===== src/rtl/imm_ext_pkg.sv =====
// imm_ext_pkg: shared encodings for the immediate-extension stage.
// Extension modes as carried on in_mode and the prefix FSM states.
package imm_ext_pkg;

    typedef enum logic [1:0] {
        IMM_SEXT      = 2'b00,
        IMM_ZEXT      = 2'b01,
        IMM_SEXT_SHR1 = 2'b10,
        IMM_PREFIX    = 2'b11
    } imm_mode_e;

    typedef enum logic {
        PFX_IDLE    = 1'b0,
        PFX_PENDING = 1'b1
    } pfx_state_e;

endpackage


===== src/rtl/imm_ext_core.sv =====
// imm_ext_core: purely combinational extension of a right-aligned value of
// run-time width src_w up to OUT_W bits. PREFIX mode extends like ZEXT, which
// is what the stage needs whenever prefixing is compiled out.
module imm_ext_core
    import imm_ext_pkg::*;
#(
    parameter int OUT_W = 16,
    parameter int SW_W  = $clog2(OUT_W + 1)
) (
    input  logic [OUT_W-1:0] value,
    input  logic [SW_W-1:0]  src_w,
    input  logic [1:0]       mode,
    output logic [OUT_W-1:0] result
);

    // Extend v from bit w-1; fill with that bit when do_sign is set, else zeros.
    function automatic logic [OUT_W-1:0] extend(input logic [OUT_W-1:0] v,
                                                 input int w,
                                                 input logic do_sign);
        logic             sgn;
        logic [OUT_W-1:0] r;
        sgn = 1'b0;
        r   = '0;
        for (int i = 0; i < OUT_W; i++) begin
            if (i == w - 1) sgn = v[i];
        end
        for (int i = 0; i < OUT_W; i++) begin
            r[i] = (i < w) ? v[i] : (do_sign & sgn);
        end
        return r;
    endfunction

    logic [OUT_W-1:0] w_sext;
    logic [OUT_W-1:0] w_zext;

    assign w_sext = extend(value, int'(src_w), 1'b1);
    assign w_zext = extend(value, int'(src_w), 1'b0);

    // Select the extension; SHR1 is an arithmetic shift of the sign-extended value.
    always_comb begin
        result = w_zext;
        case (imm_mode_e'(mode))
            IMM_SEXT:      result = w_sext;
            IMM_ZEXT:      result = w_zext;
            IMM_SEXT_SHR1: result = {w_sext[OUT_W-1], w_sext[OUT_W-1:1]};
            default:       result = w_zext;
        endcase
    end

endmodule


===== src/rtl/imm_ext_pipe.sv =====
// imm_ext_pipe: registered immediate-extension stage with valid/ready
// handshake. Define IMM_EXT_PREFIX_EN to build the immediate-prefix register
// and PENDING state; without it mode 11 is a plain zero-extension.
module imm_ext_pipe
    import imm_ext_pkg::*;
#(
    parameter int IN_W  = 6,
    parameter int OUT_W = 16,
    parameter int PFX_W = 10
) (
    input  logic             clk,
    input  logic             rst_n,
    input  logic             flush,
    input  logic             in_valid,
    output logic             in_ready,
    input  logic [IN_W-1:0]  in_imm,
    input  logic [1:0]       in_mode,
    input  logic [PFX_W-1:0] pfx_in,
    output logic             out_valid,
    input  logic             out_ready,
    output logic [OUT_W-1:0] out_imm,
    output logic             out_pfx_used
);

    localparam int SW_W = $clog2(OUT_W + 1);

    if (IN_W + PFX_W > OUT_W) begin : g_bad_widths
        $error("imm_ext_pipe: IN_W + PFX_W must not exceed OUT_W");
    end

    logic             r_vld_p1;
    logic [OUT_W-1:0] r_imm_p1;
    logic             r_pfx_used_p1;

    logic             w_in_fire;
    logic             w_load;
    logic [OUT_W-1:0] w_value;
    logic [SW_W-1:0]  w_src_w;
    logic [OUT_W-1:0] w_result;
    logic             w_use_pfx;

    assign in_ready  = !flush && (!r_vld_p1 || out_ready);
    assign w_in_fire = in_valid && in_ready;

`ifdef IMM_EXT_PREFIX_EN
    pfx_state_e       r_pfx_state;
    pfx_state_e       w_pfx_next;
    logic [PFX_W-1:0] r_pfx_reg;
    logic             w_is_pfx;

    assign w_is_pfx  = (imm_mode_e'(in_mode) == IMM_PREFIX);
    assign w_use_pfx = (r_pfx_state == PFX_PENDING);
    assign w_load    = w_in_fire && !w_is_pfx;
    assign w_src_w   = w_use_pfx ? SW_W'(IN_W + PFX_W) : SW_W'(IN_W);

    // Prefix FSM state register.
    always_ff @(posedge clk) begin
        if (!rst_n) r_pfx_state <= PFX_IDLE;
        else        r_pfx_state <= w_pfx_next;
    end

    // Prefix FSM next state: flush wins, then any accepted instruction.
    always_comb begin
        w_pfx_next = r_pfx_state;
        if (flush) begin
            w_pfx_next = PFX_IDLE;
        end else if (w_in_fire) begin
            w_pfx_next = w_is_pfx ? PFX_PENDING : PFX_IDLE;
        end
    end

    // Capture prefix bits on every accepted PREFIX; a later PREFIX overwrites.
    always_ff @(posedge clk) begin
        if (!rst_n)                     r_pfx_reg <= '0;
        else if (w_in_fire && w_is_pfx) r_pfx_reg <= pfx_in;
    end

    // Right-align the source, with the prefix above the immediate when pending.
    always_comb begin
        w_value = '0;
        w_value[IN_W-1:0] = in_imm;
        if (w_use_pfx) w_value[IN_W+PFX_W-1:IN_W] = r_pfx_reg;
    end
`else
    logic w_unused_pfx;

    assign w_unused_pfx = ^pfx_in;
    assign w_use_pfx    = 1'b0;
    assign w_load       = w_in_fire;
    assign w_src_w      = SW_W'(IN_W);

    // Right-align the immediate; no prefix path exists in this build.
    always_comb begin
        w_value = '0;
        w_value[IN_W-1:0] = in_imm;
    end
`endif

    imm_ext_core #(
        .OUT_W (OUT_W),
        .SW_W  (SW_W)
    ) u_core (
        .value  (w_value),
        .src_w  (w_src_w),
        .mode   (in_mode),
        .result (w_result)
    );

    // Stage p0 -> p1: output register; load on a non-prefix transfer, drop on consume.
    always_ff @(posedge clk) begin
        if (!rst_n || flush) begin
            r_vld_p1      <= 1'b0;
            r_imm_p1      <= '0;
            r_pfx_used_p1 <= 1'b0;
        end else if (w_load) begin
            r_vld_p1      <= 1'b1;
            r_imm_p1      <= w_result;
            r_pfx_used_p1 <= w_use_pfx;
        end else if (out_ready) begin
            r_vld_p1      <= 1'b0;
        end
    end

    assign out_valid    = r_vld_p1;
    assign out_imm      = r_imm_p1;
    assign out_pfx_used = r_pfx_used_p1;

endmodule


===== config.mk =====
export PLATFORM = sky130hd
export DESIGN_NAME = imm_ext_pipe
export DESIGN_NICKNAME = d
export VERILOG_FILES = /design/src/rtl/imm_ext_pkg.sv /design/src/rtl/imm_ext_core.sv /design/src/rtl/imm_ext_pipe.sv
export SDC_FILE = /design/constraint.sdc
export NUM_CORES = 1
export LEC_CHECK = 0
export CAP_MARGIN = 20
export CORE_MARGIN = 8
export CORE_UTILIZATION = 30
export DETAILED_ROUTE_END_ITERATION = 16
export PLACE_DENSITY = 0.84
export SLEW_MARGIN = 20
export SYNTH_ARGS = -nofsm -noshare
export SYNTH_HDL_FRONTEND = slang
export SYNTH_SLANG_ARGS = --single-unit

===== constraint.sdc =====
create_clock -name clk -period 1.07 [get_ports clk]
set_input_delay 0.107 -clock clk [delete_from_list [all_inputs] [get_ports clk]]
set_output_delay 0.107 -clock clk [all_outputs]
set_load 0.05 [all_outputs]

Yosys cells after proc, flatten, opt, wreduce, memory -nomap -nowiden --
Index checks and enable logic that the tools add are counted.
Storage, ports and cells: output and inout port bits 19, input bits 23, memories 0, ROM bits 0, register bits 17, word-level logic and storage cells 15, bits in writable memories 0, latch bits 0
Operators by class: order comparisons 0, muxes and demuxes 3, multipliers 0, equality and inequality tests 1, reductions and logical operators 9, shift-type cells 0, $add $sub $neg 0, bitwise gates (word level) 0, divide/modulo/power cells 0
Operators by type and width (count):
- $pmux W16 S2 | 1
- $logic_not A1 Y1 | 3
- $eq A2 B2 Y1 const B | 1
- $logic_and A1 B1 Y1 | 2
- $logic_not A2 Y1 | 1
- $logic_or A1 B1 Y1 | 2
- $mux W1 | 2
- $reduce_bool A2 Y1 | 1

Logic depth before layout (Yosys ltp) --
depth after elaboration 5, mapped depth 3, mapped depth without buffers 3

Modules after synthesis --
Synthesis repeated with hierarchy kept, for this count alone.
Second synthesis, totals: cells, all modules 270, area total of the unflattened synthesis 1860.5 um2
By module, submodules not included:
- imm_ext_core | cells an instance 191, seq. area each 0.0 um2, area each 1138.6 um2, instances 1
- imm_ext_pipe | cells an instance 79, seq. area each 340.3 um2, area each 721.9 um2, instances 1

Least setup slack after synthesis --
Ideal clock, no wire load.
kind reg-to-output, from reg r_vld_p1 (netlist: out_valid), to out in_ready, path slack -467 ps, required time 963 ps, cell stages (with the launch flop) 3, arrival 1430 ps, path through dfxtp_1 and2b_1 nor2_1
On the way: longest elaborated chain between the ends 3
RTL lines:
- from (decl) | line imm_ext_pipe.sv:31 | logic r_vld_p1;
- from (signal assigned) | line imm_ext_pipe.sv:112 | r_vld_p1 <= 1'b0;
- from (signal assigned) | line imm_ext_pipe.sv:116 | r_vld_p1 <= 1'b1;
- from (signal assigned) | line imm_ext_pipe.sv:120 | r_vld_p1 <= 1'b0;
- $logic_not A1 Y1 | line imm_ext_pipe.sv:42 | assign in_ready = !flush && (!r_vld_p1 || out_ready);
- $logic_or A1 B1 Y1 | line imm_ext_pipe.sv:42
- $logic_and A1 B1 Y1 | line imm_ext_pipe.sv:42
- to (decl) | line imm_ext_pipe.sv:15 | output logic in_ready,
Every way passes these cells.

Worst setup path in the final report --
Same ends and word-level chain as after synthesis.

==> results.txt <==
The flow ran to the end, but the final reports show violations. The checks that failed: setup timing. The number of warnings reported in the yosys synthesis log is 0. The maximum count of clock buffers along a single path is 2. In this run the clock root is driven by a clkbuf_4.

The number of nets still failing antenna checks after routing is 0. In this run switching power makes up 31.81% of total power. The share of Yosys cell area claimed by the top area cell type is 33.07%. The top fanout value on the critical path is 2. Of the synthesized area, sequential elements account for 33.07%. The horizontal extent of the die is 56.18 um. The number of top-level design ports is 42. The overall via count from detail_route came out at 505. The delay contributed by the slowest stage of the critical path came out at 0.34 ns. The remaining design rule violation count is 0. The critical path is of the reg2out type. The endpoint type of the worst setup path is an output port.

The H-tree depth is 1. The global routing usage on met2 is 14.74%. The worst-case IR drop observed on VDD is 0.5408 mV.

The top flip-flop cell by instance count after synthesis is dfxtp_1. The switching power came out at 0.0002731 W. The share of cells above drive strength 1 is 47.06%. The proportion of synthesized flip-flops having asynchronous set or reset is 0%. The first detailed-routing pass ran for 4 iterations. The register bit total from synthesis is 8. The die area is 3156 um2.

In this run the vertical extent of the chip is 56.18 um. The internal power of the cells came out at 0.0005855 W. For this run the aggregate overflow at the end of global routing stands at 0. The startpoint of the most critical setup path is out_valid$_SDFFE_PP0P_. The pin count of the biggest net entering global routing came out at 11. The startpoint identified for the worst hold timing path is in_imm[0].

Clock skew on the completed layout was measured at 0.01575 ns. Counting the fill cells in the layout gives 107. TritonCTS built the clock tree. The port buffer count came out at 30. The first-iteration detailed-routing DRC count came out at 11.

The antenna diode instance count is 0. The max-cap violation count came out at 0. In the post-synthesis netlist, the biggest area contributors are dfxtp_1 (33%), buf_4 (16%), a311oi_2 (9.3%), nand2_1 (7.8%), a21oi_1 (7.2%). The number of sinks driven by the clock tree is 8. The setup violation total in the final timing report came out at 6. The post-CTS clock slew at the launch and capture registers of the worst setup and hold paths came out at 0.07 ns. The reported leakage power came out at 0.3918 nW. Once detailed placement completed, the half-perimeter wirelength came to 1.130 mm. The share of the core filled with cells in the final layout came out at 68.19%. The final period utilization is 111.7%. Using the TritonRoute via totals, the vias-per-cell ratio works out to 5.000.

In this run, CTS created clock tree buffers numbering 3. The number of enable flip-flop cells after synthesis came out at 0. The hold violation total from the final report was 0. In this run the core area contains 14 standard-cell rows. The number of global-route vias before repair is 512.

The placeable core area came out at 1506 um2. Data arrives at the worst endpoint at 1.09 ns. Across every metal layer, demand over resource in global routing totals 9.128%. The congestion estimate from routability-driven global placement came to 0.7901.

The signal on the critical path passes through and2b_2 > nor2_4 > buf_12. The part of the total power dissipated in the clock network came out at 31.5%. The post-route minimum period came out at 1.195 ns. The gate count of the mapped netlist is 57. For this design, the slowest cell found on the critical path is dfxtp_4. The per-cell routed wire length is 14.35 um. The total wirelength of the detailed-routed design came out at 1.449 mm. The met3 global-route usage is 3.196%. The top cell type by total area after synthesis is dfxtp_1.

The initial antenna violation count was 0. The startpoint identified for the worst register-to-register timing path is out_valid$_SDFFE_PP0P_. The max-slew violation count is 0. Ranked by instance count, the synthesized netlist is headed by buf_4 (10), nand2_1 (10), dfxtp_1 (8), a21oi_1 (7). The first global-routing pass estimated 2.339 mm of wire.

The combinational cell fraction of total power is 32.0%. Setup repair after global routing could not meet its margin everywhere. The number of different library cells in the post-synthesis netlist came out at 18.

STA classifies the critical path startpoint as a register. The data required time of the critical path is 0.96 ns. The aggregate negative setup slack is -0.3333 ns. Setup slack on the critical path of the routed design comes to -0.1250 ns.

The number of hold-repair buffers added at the cts stage came out at 0. For this configuration, the core starts out at a cell density of 32.14%. Of the total power, registers draw 36.5%. The combined area of all synthesized cells came out at 484.2 um2. The achievable clock frequency came out at 0.8368 GHz. The number of nets produced by synthesis came out at 80. The areal power density over the cells is 835.9 nW/um2. After global routing, the most crowded layer is met2.

For this run, the post-layout net count is 109. The clock latency on the worst-skew pair is 0.28 ns. The path class of the tightest hold or removal check is in2reg. The global routing usage on met1 is 8.908%.

The area growth from synthesis to final layout came out at 112.1%. A synthesized cell averages 8.495 um2.
[worst paths after layout]
check,end,slack [ns],depth (start not counted)
worst max-delay path,in_ready,-0.13,3
worst min-delay path,out_imm[0]$_SDFFE_PP0P_,0.42,3
worst max register to register,out_imm[3]$_SDFFE_PP0P_,-0.07,4
worst min register to register,out_imm[5]$_SDFFE_PP0P_,0.52,2
[cells in the final DEF, fill, tap and decap left out, types with 3 or more instances in the layout]
| master | Yosys | routed |
|---|---|---|
| a311oi_2 | 3 | 4 |
| a21oi_1 | 7 | 6 |
| nand2_1 | 10 | 10 |
| clkdlybuf4s50_1 | 0 | 11 |
| buf_12 | 0 | 19 |
| clkbuf_4 | 0 | 3 |
| dfxtp_1 | 8 | 6 |
[power by group through the flow]
stage                     clock, W  combinational [W]  sequential (W)
after floorplan                  0           0.000105        0.000351
after global placement           0           0.000259        0.000323
after detailed placement         0           0.000263        0.000323
after CTS                 0.000268           0.000273        0.000315
after global routing      0.000294           0.000288        0.000314
final                     0.000271           0.000275        0.000313
[sequential cells by signal (all words and copies together) (netlist names)]
register	flops
out_valid	1
out_imm	7
[cells by family (layout without fill, tap and decap cells)]
| group | Yosys count | in the layout | synth area share (%) |
|---|---|---|---|
| and+or+nand+nor | 23 | 23 | 27.39 |
| AOI/OAI and AO/OA | 14 | 14 | 22.22 |
| DFF | 8 | 8 | 33.07 |
| buffers and inverters | 11 | 39 | 16.54 |
| other | 1 | 1 | 0.7745 |
[what timing repair did]
| action | CTS | global route |
|---|---|---|
| endpoints found under the setup margin | 4 | 17 |
| resized for setup | 5 | 1 |
| gates cloned | 0 | 1 |
| hold endpoints to repair | 0 | 0 |
| pin swaps | 6 | 2 |
| setup buffers | 2 | 0 |
[through the flow]
| stage | area (um2) | std cells | setup WS, ns | hold slack (ns) | total power, W |
|---|---|---|---|---|---|
| after floorplan | 496.7 | 57 | -0.0009627 | 0.2264 | 0.0004553 |
| after global placement | 944.7 | 94 | -0.2320 | 0.4921 | 0.0005821 |
| after detailed placement | 944.7 | 94 | -0.2912 | 0.5011 | 0.0005856 |
| after CTS | 999.7 | 100 | -0.1253 | 0.4306 | 0.0008559 |
| after global routing | 1027 | 101 | -0.1600 | 0.4564 | 0.0008964 |
| final | 1027 | 101 | -0.1250 | 0.4185 | 0.0008586 |
[layout make-up]
type,count,area (um2),share of cell area [%]
timing repair buffer,35,550.5,53.59
multi-input combinational,38,262.8,25.58
sequential,8,167.7,16.32
clock buffer,4,26.28,2.558
tap,16,20.02,1.949
[critical path, delay by kind of cell (launching register included)]
family	cells	cell delay, ns
simple gates	2	0.33
flops	1	0.34
buf+inv	1	0.14
[per-layer routing]
metal | up-vias | part of all wire [%]
li1 | 242 | -
met1 | 229 | 42
met2 | 29 | 47
met3 | 5 | 7.5
met4 | 0 | 3.5
met5 | - | 0
Power figures use the tool's default switching activity.
